**src/rtl/aux_native.sv**
```systemverilog
// aux_native: DisplayPort AUX native read/write requester with DEFER retry, reply timeout and request handshake
module aux_native #(
  parameter logic [15:0] TIMEOUT = 16'd4000,
  parameter logic [15:0] DEFERGAP = 16'd400,
  parameter logic [7:0] RETRIES = 8'd7
) (
  input logic clk,
  input logic resetn,
  input logic [19:0] auxaddr,
  input logic [7:0] auxwdata,
  input logic auxwr,
  input logic auxreq,
  output logic auxack,
  output logic auxerr,
  output logic [7:0] auxrdata,
  output logic [7:0] txdata,
  output logic txvalid,
  output logic txlast,
  input logic txready,
  input logic [7:0] rxdata,
  input logic rxvalid,
  input logic rxlast,
  input logic rxerr
);
  localparam logic [2:0] IDLE = 3'd0, SEND = 3'd1, WAIT = 3'd2, RECV = 3'd3, GAP = 3'd4, DONE = 3'd5, RELEASE = 3'd6;
  logic [2:0] state, idx;
  logic [15:0] cnt;
  logic [7:0] retry, wdata, frd;
  logic [19:0] addr;
  logic wr, skip, rx, fin, ferr, go_recv, go_gap, busy;
  logic [1:0] rep;
  assign txvalid = state == SEND;
  assign txlast = txvalid && idx == (wr ? 3'd4 : 3'd3);
  assign txdata = !txvalid ? 8'h00 : idx == 3'd0 ? {wr ? 4'b1000 : 4'b1001, addr[19:16]} :
                  idx == 3'd1 ? addr[15:8] : idx == 3'd2 ? addr[7:0] : idx == 3'd3 ? 8'h00 : wdata;
  assign rx = rxvalid && !skip;
  assign rep = rxdata[5:4];
  assign busy = state == WAIT || state == RECV;
  always_comb begin
    fin = 1'b0;
    ferr = 1'b1;
    frd = 8'h00;
    go_recv = 1'b0;
    go_gap = 1'b0;
    if (busy) begin
      if (rxerr) fin = 1'b1;
      else if (rx && state == RECV) begin
        fin = 1'b1;
        ferr = 1'b0;
        frd = rxdata;
      end else if (rx) begin
        go_recv = rep == 2'b00 && !wr && !rxlast;
        go_gap = rep == 2'b10 && retry < RETRIES;
        fin = !go_recv && !go_gap;
        ferr = !(rep == 2'b00 && wr);
      end else fin = state == WAIT && cnt == TIMEOUT - 16'd1;
    end
  end
  always_ff @(posedge clk) begin
    if (!resetn) begin
      state <= IDLE;
      idx <= 3'd0;
      cnt <= 16'd0;
      retry <= 8'd0;
      addr <= 20'd0;
      wdata <= 8'h00;
      wr <= 1'b0;
      skip <= 1'b0;
      auxack <= 1'b0;
      auxerr <= 1'b0;
      auxrdata <= 8'h00;
    end else begin
      skip <= (rxerr || (rxvalid && rxlast)) ? 1'b0 : (rx && busy && !go_recv) ? 1'b1 : skip;
      auxack <= fin;
      if (fin) begin
        auxerr <= ferr;
        auxrdata <= frd;
      end
      case (state)
        IDLE: if (auxreq) begin
          addr <= auxaddr;
          wdata <= auxwdata;
          wr <= auxwr;
          retry <= 8'd0;
          idx <= 3'd0;
          state <= SEND;
        end
        SEND: if (txready) begin
          idx <= idx + 3'd1;
          cnt <= 16'd0;
          state <= txlast ? WAIT : SEND;
        end
        WAIT: begin
          cnt <= go_gap ? 16'd0 : cnt + 16'd1;
          retry <= go_gap ? retry + 8'd1 : retry;
          state <= fin ? DONE : go_recv ? RECV : go_gap ? GAP : WAIT;
        end
        RECV: state <= fin ? DONE : RECV;
        GAP: if (cnt == DEFERGAP - 16'd1) begin
          idx <= 3'd0;
          state <= SEND;
        end else cnt <= cnt + 16'd1;
        DONE: state <= RELEASE;
        RELEASE: state <= auxreq ? RELEASE : IDLE;
        default: state <= IDLE;
      endcase
    end
  end
endmodule

```
**config.mk**
```make
export PLATFORM = sky130hd
export DESIGN_NAME = aux_native
export DESIGN_NICKNAME = d
export VERILOG_FILES = /design/src/rtl/aux_native.sv
export SDC_FILE = /design/constraint.sdc
export NUM_CORES = 1
export LEC_CHECK = 0
export BUFFER_PORTS_ARGS = -buffer_cell sky130_fd_sc_hd__buf_2
export CORE_AREA = 2 2 67 117
export DETAILED_ROUTE_END_ITERATION = 8
export DIE_AREA = 0 0 69 119
export PLACE_DENSITY = 0.74
export REMOVE_ABC_BUFFERS = 1
export SYNTH_ARGS = -nofsm -noshare
export SYNTH_HDL_FRONTEND = slang
export SYNTH_SLANG_ARGS = --single-unit
export TNS_END_PERCENT = 20
```
**constraint.sdc**
```tcl
create_clock -name clk -period 2.1 [get_ports clk]
set_input_delay 0.42 -clock clk [delete_from_list [all_inputs] [get_ports clk]]
set_output_delay 0.42 -clock clk [all_outputs]
set_load 0.05 [all_outputs]
```
# Word-level counts from Yosys, hierarchy flattened
# Index checks and enable logic that the tools add are counted.
totals:
  elab_cells: 114
  out_inout_bits: 20
  inputBits: 44
  register_bits: 70
classes:
  addsub: 3
  eq_ne: 18
  muxes: 47
  n_reduce_logical: 33
  order_cmp: 1
  bitwise: 1
ops:
  columns: ["cell", "n"]
  rows:
  - ["8-bit 2-to-1 mux", 10]
  - ["16-bit 2-to-1 mux", 3]
  - ["16-bit case mux with 3 select lines", 1]
  - ["3-bit 2-to-1 mux", 12]
  - ["3-bit case mux with 7 select lines", 1]
  - ["1-bit 2-to-1 mux", 17]
  - ["16-bit by 1-bit adder with 16-bit output (second input constant)", 1]
  - ["16-bit by 12-bit == test with 1-bit output (second input constant)", 1]
  - ["16-bit by 9-bit == test with 1-bit output (second input constant)", 1]
  - ["8-bit case mux with 2 select lines", 1]
  - ["3-bit by 2-bit == test with 1-bit output (second input constant)", 4]
  - ["1-bit logical AND", 12]
  - ["3-bit == test (second input constant)", 3]
  - ["3-bit case mux with 3 select lines", 1]
  - ["3-bit AND reduction", 3]
  - ["8-bit by 1-bit adder with 8-bit output (second input constant)", 1]
  - ["8-bit by 3-bit less-than comparator with 1-bit output (second input constant)", 1]
  - ["2-bit inequality test (second input constant)", 4]
  - ["1-bit zero test", 7]
  - ["3-bit by 1-bit == test with 1-bit output (second input constant)", 2]
  - ["3-bit zero test", 2]
  - ["3-bit nonzero test", 2]
  - ["4-bit AND reduction", 1]
  - ["3-bit by 1-bit adder with 3-bit output (second input constant)", 1]
  - ["10 further kinds", 11]

# Depth between registers and ports, before layout
# Gate-level depths: netlist of the first run.
logic_depth:
  ltp_word: 11
  mapped_depth: 8
  ltp_nobuf: 7

# Worst setup path after synthesis of the first run
# Ideal clock, no wire load.
synth_path:
  path_kind: "flip-flop to output port"
  from: "register idx[0]"
  to: "output port txdata[3]"
  setup_slack_ns: -0.677
  path_stages_with_launch: 9
  required_time_ns: 1.680
  n_path_buf: 1
  arrival_time_ns: 2.357
  path_cell_list: "dfxtp_1 -> inv_1 -> ha_1 -> nor2b_1 -> clkbuf_1 -> nor3b_1 -> a21oi_1 -> a211o_1 -> a21oi_1"
synth_via:
  elab_chain_len: 6
  elab_cells_between_ends: 9
  classes_between: "3 x eq/ne; 5 x mux; 1 x reduce/logical"
synth_rtl:
  columns: ["item", "line_no", "text"]
  rows:
  - ["from (decl)", "26", "logic [2:0] state, idx;"]
  - ["from (signal assigned)", "89", "idx <= idx + 3'd1;"]
  - ["3-bit by 2-bit == test with 1-bit output", "35", "idx == 3'd1 ? addr[15:8] : idx == 3'd2 ? addr[7:0] : idx == 3'd3 ? 8'h00 : wdata;"]
  - ["8-bit 2-to-1 mux (3 in a row)", "35", null]
  - ["8-bit 2-to-1 mux (*) (2 in a row)", "34", "assign txdata = !txvalid ? 8'h00 : idx == 3'd0 ? {wr ? 4'b1000 : 4'b1001, addr[19:16]} :"]
  - ["to (decl)", "16", "output logic [7:0] txdata,"]
# Mark *: on every way between the ends. The rest lies on a longest branch, timed or not.

# Worst setup path after layout of the first run
layout_path:
  from: "register idx[0]"
  to: "output port txdata[0]"
# The elaborated chain is that of the path after synthesis.

==> key figures, run 1 <==
Status
  • Status: complete, but fails checks
  • Failing checks: setup timing

CTS
  • Clock sink count: 70
  • Clk_lat worst skew: about 0.33 ns
  • Num CTS Buffers: 9
  • CTS clk-pin slew, worst paths: 0.06 ns
  • H-tree Lvls: 3
  • Clock Path Buffers: 2
  • Root Driver: clkbuf_16
  • CTS tree: yes

Die
  • Die Wd: between 60 and 70 µm
  • Core footprint: ~7400 µm²
  • Starting Density: 0.487
  • Full die area: roughly 8000 µm²
  • Die Span Y: about 120 µm
  • IO Pins: 64
  • FP Rows: 42

Synth
  • Largest area contributor in the netlist: dfxtp_1
  • Netlist Area Pre-Place: approximately 3600 µm²
  • Most common cell in the netlist: nand2_1
  • Synth cell count leaders: nand2_1, dfxtp_1, a21oi_1
  • Seq/Total Area, Yosys: 0.391
  • Synthesized flop and latch total: 70
  • Ys async rst share: 0
  • Synth Instances: 461
  • Synth top area share: 0.391
  • Most common flop cell mapped by yosys: dfxtp_1
  • Post-Syn Area per Cell: between 7 and 8 µm²
  • Yosys cell types: 63
  • Synth area leaders: dfxtp_1, nand2_1, a21oi_1
  • Synth warn: 0
  • EDFF count, synth: 0

STA
  • Final hold violations: 0
  • Worst Skew: around 0.0066 ns
  • Fmax: about 400 MHz
  • Finish-stage setup viols: 8
  • Fin worst setup slack: -0.394 ns
  • Slew Limit Fails: 0
  • Slew @ Worst Pin: roughly 0.54 ns
  • Period utilisation layout: 1.19
  • RSZ-0062 raised after global routing: yes
  • Normalized max-slew margin: 0.628
  • Period minus WS final: between 2 and 2.5 ns

Critical path
  • Worst stage delay on the critical path: 0.34 ns
  • Worst-path maximum fanout: 7
  • Reg2Reg Setup Slack: 0 ns
  • Data required, critical path: approximately 1.7 ns
  • Worst EP arrival: a little over 2 ns
  • Most used cell, CP: buf_6
  • Crit-path leading delay family: buffers and inverters
  • Worst Path Buf+Inv: 4
  • Crit path cell chain: inv_2 > ha_4 > nor2b_4 > buf_6 > buf_6 > nor3b_2 > a21oi_1 > a211o_1 > a21oi_2 > buf_6
  • Crit start category: register
  • Crit end category: output pin
  • Critical path class: reg2out
  • Worst path slowest cell: dfxtp_2

Final layout
  • Post-route cell area: around 4800 µm²
  • Post-Layout Cell Count: about 650
  • Syn-to-layout area delta: 33.4%
  • Multi-input logic area: 2180 µm²
  • Share of layout cells above drive strength 1: 0.312
  • FILL cells: approximately 640
  • Register area: approximately 1400 µm²
  • # diodes: 0
  • Net count, final: about 600

Pwr
  • Pwr/cell area: 686 nW/µm²
  • Leak: around 1.9 nW
  • Max VDD drop: between 400 and 500 µV

Global routing
  • Initial antenna violation count: 0
  • Pin count of the biggest net entering global routing: 32
  • Vias in the first global route: around 3800
  • First-pass GRT wire length: approximately 17000 µm
  • Remaining Overflow, GRT: 0
  • GRT Overall Usage: 0.249

Hold path
  • Hold Path Class: in2reg

Detailed routing
  • DRT antenna net count: 0
  • DRT iter0 DRCs: between 150 and 200
  • Vias/cell: roughly 5.8
  • TritonRoute pass-1 iters: 4
  • Routed WL: between 10000 and 15000 µm
  • Routed len/inst: roughly 16 µm
  • # DRC: 0
  • Via count: between 3000 and 4000

Place
  • Port bufs: 63
  • Post-DP HPWL: between 7000 and 8000 µm
  • Placed cells: roughly 630
  • Dpl cell area: roughly 4300 µm²
  • Gpl congestion: ~0.95

Job
  • Max Cap Violations: 0
[final timing paths]
kind                         startpoint                  endpoint  cells after the start
setup / recovery    idx[0]$_SDFFE_PN0P_                 txdata[0]                     10
hold / removal                rxdata[0]  auxrdata[0]$_SDFFE_PN0P_                      3
setup reg to reg    cnt[4]$_SDFFE_PN0P_       cnt[1]$_SDFFE_PN0P_                      5
hold reg to reg   wdata[1]$_SDFFE_PN0P_     wdata[1]$_SDFFE_PN0P_                      2
[routing by layer]
metal  GRT usage  vias up  wire [µm]
met1       0.261     1773       4000
met3      0.0491       28        440
met2       0.457      115       5420
li1            -     1840          -
met5           0        -          0
met4       0.135        0        328
[kinds of logic (layout without fill, tap and decap cells)]
kind of cell	count (synthesis)	in the layout	share of synthesized area
AO/OA/AOI/OAI	122	122	0.226
XOR/XNOR	9	9	0.0220
adder cells (fa/ha/maj)	7	7	0.0244
buffers and inverters	38	142	0.0405
flip-flops	70	70	0.391
multiplexers	2	2	0.00559
AND/OR/NAND/NOR	213	213	0.291
[sequential cells by signal (all words and copies together), names as in the netlist]
| register | count |
|---|---|
| addr | 20 |
| cnt | 16 |
| auxrdata | 8 |
| retry | 8 |
| wdata | 8 |
| idx | 3 |
| state | 3 |
| auxack | 1 |
| auxerr | 1 |
| skip | 1 |
| wr | 1 |
[power breakdown]
part,switching (mW),leakage [nW],total (mW),internal [mW]
Clock,0.576,0.132,1.41,0.831
Combinational,0.286,1.23,0.467,0.181
Sequential,0.0303,0.570,1.40,1.37
[repair_timing]
action                     in CTS  in global routing
gates resized for setup        40                 17
setup endpoints to repair      15                 16
gates cloned                    1                  0
setup buffers                   2                  0
pin swaps                      13                  5
hold buffers                    0                  0
[layout by cell type (no fill, tap or decap), types with 5 or more instances in the layout]
cell type,count
a211o_1,7
clkbuf_16,9
nand2b_1,7
buf_2,53
and3_1,6
dfxtp_1,67
inv_1,10
nor2b_1,5
o31ai_1,10
nor3_1,8
nand2_1,89
buf_6,10
a21oi_1,59
nand3_1,8
a211oi_1,9
buf_4,49
nor3b_2,7
xnor2_1,5
a21oi_2,5
nor2_1,46
[worst register-to-register path, stage by stage (launching register included)]
cell and delay (ns):
dfxtp_1 0.31, or4_4 0.54, or4_4 0.56, a21oi_4 0.28, mux2i_1 0.25, nor2_2 0.04
[cell type report]
type                            instances  share of cell area
Sequential cell                        70               0.295
Inverter                               13              0.0102
Clock inverter                          5             0.00707
Tap cell                               88              0.0230
Timing Repair Buffer                  113               0.158
Clock buffer                           11              0.0508
Multi-Input combinational cell        353               0.457
[through the flow]
| stage | hold WS, ns | setup TNS (ns) | total power [mW] | utilization | setup WS [ns] |
|---|---|---|---|---|---|
| after global routing | 0.303 | -3.59 | 3.40 | 0.650 | -0.465 |
| after detailed placement | 0.447 | -2.00 | 1.85 | 0.580 | -0.292 |
| after CTS | 0.284 | -3.00 | 3.29 | 0.641 | -0.380 |
| after global placement | 0.441 | -1.63 | 1.84 | 0.580 | -0.259 |
| final | 0.293 | -2.80 | 3.28 | 0.650 | -0.394 |
| after floorplan | 0.425 | -36.61 | 1.68 | - | -1.25 |
Power figures use the tool's default switching activity.
==> run 2: changes to the inputs <==
--- a/config.mk
+++ b/config.mk
@@ -9,8 +9,10 @@
 export CORE_AREA = 2 2 67 117
 export DETAILED_ROUTE_END_ITERATION = 8
 export DIE_AREA = 0 0 69 119
-export PLACE_DENSITY = 0.74
+export PLACE_DENSITY = 0.72
 export REMOVE_ABC_BUFFERS = 1
+export SETUP_SLACK_MARGIN = 0.3
+export SKIP_CTS_REPAIR_TIMING = 1
 export SYNTH_ARGS = -nofsm -noshare
 export SYNTH_HDL_FRONTEND = slang
 export SYNTH_SLANG_ARGS = --single-unit
==> constraint.sdc (replaced) <==
create_clock -name clk -period 2.8 [get_ports clk]
set_input_delay 0.56 -clock clk [delete_from_list [all_inputs] [get_ports clk]]
set_output_delay 0.56 -clock clk [all_outputs]
set_load 0.05 [all_outputs]
==> run 2 against run 1 <==
- the flow now finishes without violations
- power is 27% lower
- largest power group is now sequential cells
- combinational power is 31% lower
- sequential share of layout area up 2.2 points
- setup slack improved by 0.56 ns
- non-clock buffer count fell by 37
- first-iteration DRC count up 10%
- clock power decreased by 28%
- die area did not move
- utilization is 4.5 points lower
- critical path type unchanged
- flip-flop and latch count is the same
- sequential power decreased by 24%
==> key figures, run 2 (synthesis gave the netlist of run 1 again) <==
Status
  • Status: complete, no violations

Final layout
  • Most common cell after layout, fill and taps aside: nand2_1
  • # diodes: 0 (unchanged)
  • Post-route cell area: 4450 µm² (-6.9%)
  • Biggest regs: addr (20), cnt (16)
  • Net count, final: 574 (-6.1%)
  • Max reg flops: 20 (unchanged)
  • Syn-to-layout area delta: 24.3%
  • Largest Register: addr
  • Share of layout cells above drive strength 1: 0.252 (-0.0591)
  • Most frequent cells in the layout: nand2_1, dfxtp_1, a21oi_1

STA
  • Period utilisation layout: 0.940
  • Fmax: around 380 MHz
  • Period minus WS final: between 2 and 3 ns
  • Slew Limit Fails: 0 (unchanged)
  • Final hold violations: 0 (unchanged)
  • Finish-stage setup viols: 0 (-8)
  • Post-route setup TNS: 0 ns (+2.80 ns)
  • Fin worst setup slack: 0.169 ns (+0.563 ns)
  • RSZ-0062 raised after global routing: yes
  • Worst Skew: 0.00456 ns (-0.00206 ns)
  • Normalized max-slew margin: 0.663 (+0.0355)
  • Slew @ Worst Pin: 0.498 ns (-0.0462 ns)

Job
  • Max Cap Violations: 0 (unchanged)

CTS
  • Clock Path Buffers: 2 (unchanged)
  • CTS tree: yes
  • Root Driver: clkbuf_16
  • Num CTS Buffers: 9 (unchanged)
  • Clock sink count: 70 (unchanged)
  • H-tree Lvls: 3 (unchanged)
  • Clk_lat worst skew: 0.34 ns (about the same)
  • CTS clk-pin slew, worst paths: 0.05 ns (about the same)

Pwr
  • Max VDD drop: 358 µV (-20%)
  • Leak: 1.73 nW (-11%)
  • Tot Pwr: 2.40 mW (-27%)
  • Pwr/cell area: 538 nW/µm² (-22%)

Critical path
  • Critical path class: reg2out
  • Reg2Reg Launch Point: cnt[4]$_SDFFE_PN0P_
  • Worst path slowest cell: dfxtp_4
  • Worst stage delay on the critical path: 0.39 ns (+0.05 ns)
  • Crit path cell chain: inv_4 > ha_4 > nor2b_4 > buf_8 > nor3b_4 > a211oi_2 > a211o_1 > a21oi_2 > buf_6
  • Crit path launch: idx[0]$_SDFFE_PN0P_
  • Number of cells on the worst reg-to-reg path: 5 (unchanged)
  • Worst Path Buf+Inv: 3 (-1)
  • Worst-path maximum fanout: 8 (+1)
  • Critical path depth in cells: 9 (-1)
  • Crit start category: register
  • Data required, critical path: 2.24 ns (+0.56 ns)
  • Crit end category: output pin
  • Reg2Reg Setup Slack: 0.54 ns (+0.54 ns)
  • Worst EP arrival: 2.07 ns (about the same)
  • Crit-path leading delay family: compound AO/OA/AOI/OAI gates

Detailed routing
  • DRT antenna net count: 0 (unchanged)
  • TritonRoute pass-1 iters: 4 (unchanged)
  • DRT iter0 DRCs: 176 (+10%)
  • Via count: 3578 (-4.7%)
  • # DRC: 0 (unchanged)
  • Routed WL: 9550 µm (-6.2%)
  • Routed len/inst: 15.5 µm (-0.42%)
  • Vias/cell: 5.82 (+1.1%)

Global routing
  • Pin count of the biggest net entering global routing: 36 (+13%)
  • Initial antenna violation count: 0 (unchanged)
  • Vias in the first global route: 3498 (-6.7%)
  • Remaining Overflow, GRT: 0 (unchanged)
  • First-pass GRT wire length: 15400 µm (-8.0%)
  • GRT Overall Usage: 0.230 (-0.0187)

Die
  • Die Span Y: 119 µm (unchanged)
  • Core footprint: 7360 µm² (unchanged)
  • FP Rows: 42 (unchanged)
  • Starting Density: 0.487 (unchanged)
  • Die Wd: 69 µm (unchanged)
  • IO Pins: 64 (unchanged)
  • Full die area: 8210 µm² (unchanged)

Hold path
  • Hold Crit Depth: 3 (unchanged)
  • Min-delay src: rxdata[0]
  • Hold Path Class: in2reg

Place
  • Dpl cell area: 4010 µm² (-6.2%)
  • Post-DP HPWL: 6500 µm (-8.2%)
  • Gpl congestion: 0.911 (-3.8%)
  • Port bufs: 63 (unchanged)
  • Setup WS pre-CTS: 0.210 ns (+0.501 ns)
-- run 2: area by class of cell --
class / count / area (µm²)
Clock buffer: 11 / 233
Clock inverter: 4 / 25.0
Fill cell: 665 / 2910
Inverter: 13 / 51.3
Multi-Input combinational cell: 353 / 2160
Sequential cell: 70 / 1410
Tap cell: 88 / 110
Timing Repair Buffer: 76 / 460
-- run 2: worst paths after layout --
kind,end
worst max-delay path,txdata[5]
worst min register to register,retry[5]$_SDFFE_PN0P_
worst min-delay path,auxrdata[0]$_SDFFE_PN0P_
worst max register to register,cnt[1]$_SDFFE_PN0P_
-- run 2: where the power goes --
group | internal (mW) | switching (mW)
Sequential | 1.03 | 0.0257
Combinational | 0.119 | 0.205
Clock | 0.591 | 0.426
Total | 1.74 | 0.656
-- run 2: tightest hold or removal path, stage by stage --
cell and delay (ns):
buf_2 0.08, a21oi_1 0.05, o31ai_1 0.05
-- run 2: metrics by stage --
step           hold WS, ns  utilization  std cells
6_report             0.428        0.605        615
5_1_grt              0.450        0.605        615
4_1_cts              0.419        0.580        614
3_5_place_dp         0.445        0.545        599
3_3_place_gp         0.440        0.545        599
2_1_floorplan        0.425            -        436
-- run 2: routing by layer --
metal  vias up  GRT usage  part of all wire
met2       112      0.404              0.52
met4         0      0.141             0.031
met3        25     0.0533             0.048
li1       1762          -                 -
met1      1679      0.245              0.40
met5         -          0                 0
==> run 3: changes to the inputs <==
--- a/config.mk
+++ b/config.mk
@@ -7,6 +7,7 @@
 export LEC_CHECK = 0
 export BUFFER_PORTS_ARGS = -buffer_cell sky130_fd_sc_hd__buf_2
 export CORE_AREA = 2 2 67 117
+export CTS_BUF_LIST = sky130_fd_sc_hd__clkbuf_2
 export DETAILED_ROUTE_END_ITERATION = 8
 export DIE_AREA = 0 0 69 119
 export PLACE_DENSITY = 0.72
==> run 3 against run 2 <==
- first-iteration DRC count increased by 6.8%
- die area unchanged
- hold slack worse by 0.21 ns
- critical path type unchanged
- the flow now finishes with violations (setup timing)
==> key figures, run 3 (synthesis gave the netlist of run 1 again) <==
Status
  • Status: complete, but fails checks
  • Failing checks: setup timing

Detailed routing
  • DR WL met3: 422 µm (-8.9%)
  • Routed WL: 9380 µm (-1.9%)
  • Max layer used: met4
  • Post-Route M1 WL: 3760 µm (-0.69%)
  • Routed len/inst: 15.2 µm (-2.0%)
  • DRT antenna net count: 0 (unchanged)
  • Wire length on met2: 4980 µm (-0.50%)
  • Via count: 3532 (-1.3%)
  • Vias/cell: 5.73 (-1.4%)
  • TritonRoute pass-1 iters: 6 (+2)
  • DRT iter0 DRCs: 188 (+6.8%)
  • # DRC: 0 (unchanged)

Hold path
  • Min-delay src: rxdata[6]
  • Hold Path Class: in2reg

CTS
  • H-tree Lvls: 3 (unchanged)
  • Clk_lat worst skew: 0.54 ns (+0.20 ns)
  • Clock sink count: 70 (unchanged)
  • Clock Path Buffers: 2 (unchanged)
  • Num CTS Buffers: 9 (unchanged)
  • CTS tree: yes
  • CTS clk-pin slew, worst paths: 0.19 ns (+0.14 ns)
  • Root Driver: clkbuf_2

Pwr
  • Comb power frac: 0.173 (+0.038)
  • Pwr/cell area: 435 nW/µm² (-19%)
  • Seq pwr share: 0.567 (+0.126)
  • Int Power: 1.26 mW (-27%)
  • Psw: 0.595 mW (-9.3%)
  • Sw Ratio: 0.320 (+0.0461)
  • Clock Power Share: 0.260 (-0.164)
  • Max VDD drop: 260 µV (-27%)
  • Leak: 1.66 nW (-3.8%)

Global routing
  • Initial antenna violation count: 1 (+1)
  • Pin count of the biggest net entering global routing: 36 (unchanged)
  • Vias in the first global route: 3430 (-1.9%)
  • First-pass GRT wire length: 15100 µm (-2.3%)
  • GRT Overall Usage: 0.225 (-0.00579)
  • Remaining Overflow, GRT: 0 (unchanged)

Critical path
  • Crit start category: register
  • Critical path class: reg2out
  • Data required, critical path: 2.24 ns (about the same)
  • Worst-path maximum fanout: 9 (+1)
  • Most used cell, CP: a21oi_1
  • Worst stage delay on the critical path: 0.41 ns (+0.02 ns)
  • Worst EP arrival: 2.32 ns (+0.25 ns)
  • Reg2Reg Launch Point: cnt[4]$_SDFFE_PN0P_
  • Crit-path leading delay family: compound AO/OA/AOI/OAI gates
  • Crit path cell chain: ha_1 > ha_4 > nor3b_2 > a21oi_1 > a211o_1 > a21oi_1 > buf_4
  • Crit end category: output pin
  • Worst Path Buf+Inv: 1 (-2)
  • Crit path launch: idx[0]$_SDFFE_PN0P_
  • Worst path slowest cell: dfxtp_4

STA
  • Worst Skew: 0.0188 ns (+0.0142 ns)
  • Fmax: 347 MHz (-8.7%)
  • Normalized max-slew margin: 0.666 (+0.00254)
  • Final hold violations: 0 (unchanged)
  • Minimum hold slack: 0.217 ns (-0.211 ns)
  • RSZ-0062 raised after global routing: yes
  • Slew Limit Fails: 0 (unchanged)
  • Period minus WS final: 2.88 ns (+0.250 ns)
  • Slew @ Worst Pin: 0.494 ns (-0.00376 ns)
  • Fin worst setup slack: -0.0809 ns (-0.250 ns)
  • Period utilisation layout: 1.03 (+0.0892)
  • Finish-stage setup viols: 8 (+8)

Place
  • Gpl congestion: 0.911 (unchanged)
  • Placed cells: 599 (unchanged)
  • Post-DP HPWL: 6500 µm (unchanged)
  • Setup WS pre-CTS: 0.210 ns (unchanged)
  • Port bufs: 63 (unchanged)
  • Dpl cell area: 4010 µm² (unchanged)

Die
  • Full die area: 8210 µm² (unchanged)
  • FP Rows: 42 (unchanged)
  • IO Pins: 64 (unchanged)
  • Die Wd: 69 µm (unchanged)
  • Starting Density: 0.487 (unchanged)
  • Die Span Y: 119 µm (unchanged)
  • Core footprint: 7360 µm² (unchanged)

Final layout
  • Post-route cell area: 4280 µm² (-3.9%)
  • Biggest regs: addr (20), cnt (16)
  • Multi-input logic area: 2160 µm² (-0.23%)
  • Finished Core Util: 0.581 (-0.0236)
  • Most frequent cells in the layout: nand2_1, dfxtp_1, a21oi_1
  • Max reg flops: 20 (unchanged)
  • Most common cell after layout, fill and taps aside: nand2_1
  • FILL cells: 688 (+3.5%)
  • Post-Layout Cell Count: 616 (+0.16%)
  • Net count, final: 574 (unchanged)
  • Register area: 1410 µm² (+0.44%)
  • Largest Register: addr
  • Share of layout cells above drive strength 1: 0.262 (+0.00949)
  • Syn-to-layout area delta: 19.4%

Job
  • Max Cap Violations: 0 (unchanged)
## run 3: cell count changes in the layout (fill, tap and decap cells not counted), sizes merged
cell	change
diode	+1
## run 3: worst paths after layout
kind / depth (start not counted) / slack (ns) / to
max: 7 / -0.08 / txdata[0]
min: 3 / 0.22 / auxrdata[6]$_SDFFE_PN0P_
max reg2reg: 5 / 0.53 / cnt[1]$_SDFFE_PN0P_
min reg2reg: 2 / 0.46 / retry[5]$_SDFFE_PN0P_
## run 3: worst register-to-register path: stages, from the launching register on
cell	delay, ns
dfxtp_1	0.42
or4_1	0.58
or4_4	0.59
a21oi_4	0.30
mux2i_1	0.27
nor2_2	0.04
## run 3: final cells by class
type                    instances  share of cell area
inverters                      13              0.0120
well taps                      88              0.0257
flip-flops and latches         70               0.331
clock buffers                  11              0.0129
repair buffers                 76               0.108
multi-input cells             353               0.505
diodes                          1            0.000585
clock inverters                 4             0.00585
## run 3: layer usage
metal	track usage	vias up
li1	-	1765
met1	0.241	1663
met2	0.397	88
met3	0.0482	16
met4	0.134	0
met5	0	-
## run 3: metrics by stage
stage          TNS, ns  total power [mW]
2_1_floorplan   -12.80              1.26
3_3_place_gp         0              1.37
3_5_place_dp         0              1.37
4_1_cts          -3.21              1.86
5_1_grt          -1.29              1.95
6_report        -0.337              1.86
## run 3: power by group through the flow
stage               clock network, mW  registers (mW)  logic (mW)
floorplan                           0            1.07       0.187
global placement                    0            1.07       0.292
detailed placement                  0            1.08       0.297
CTS                             0.504            1.05       0.299
global route                    0.534            1.06       0.355
finish                          0.483            1.05       0.322
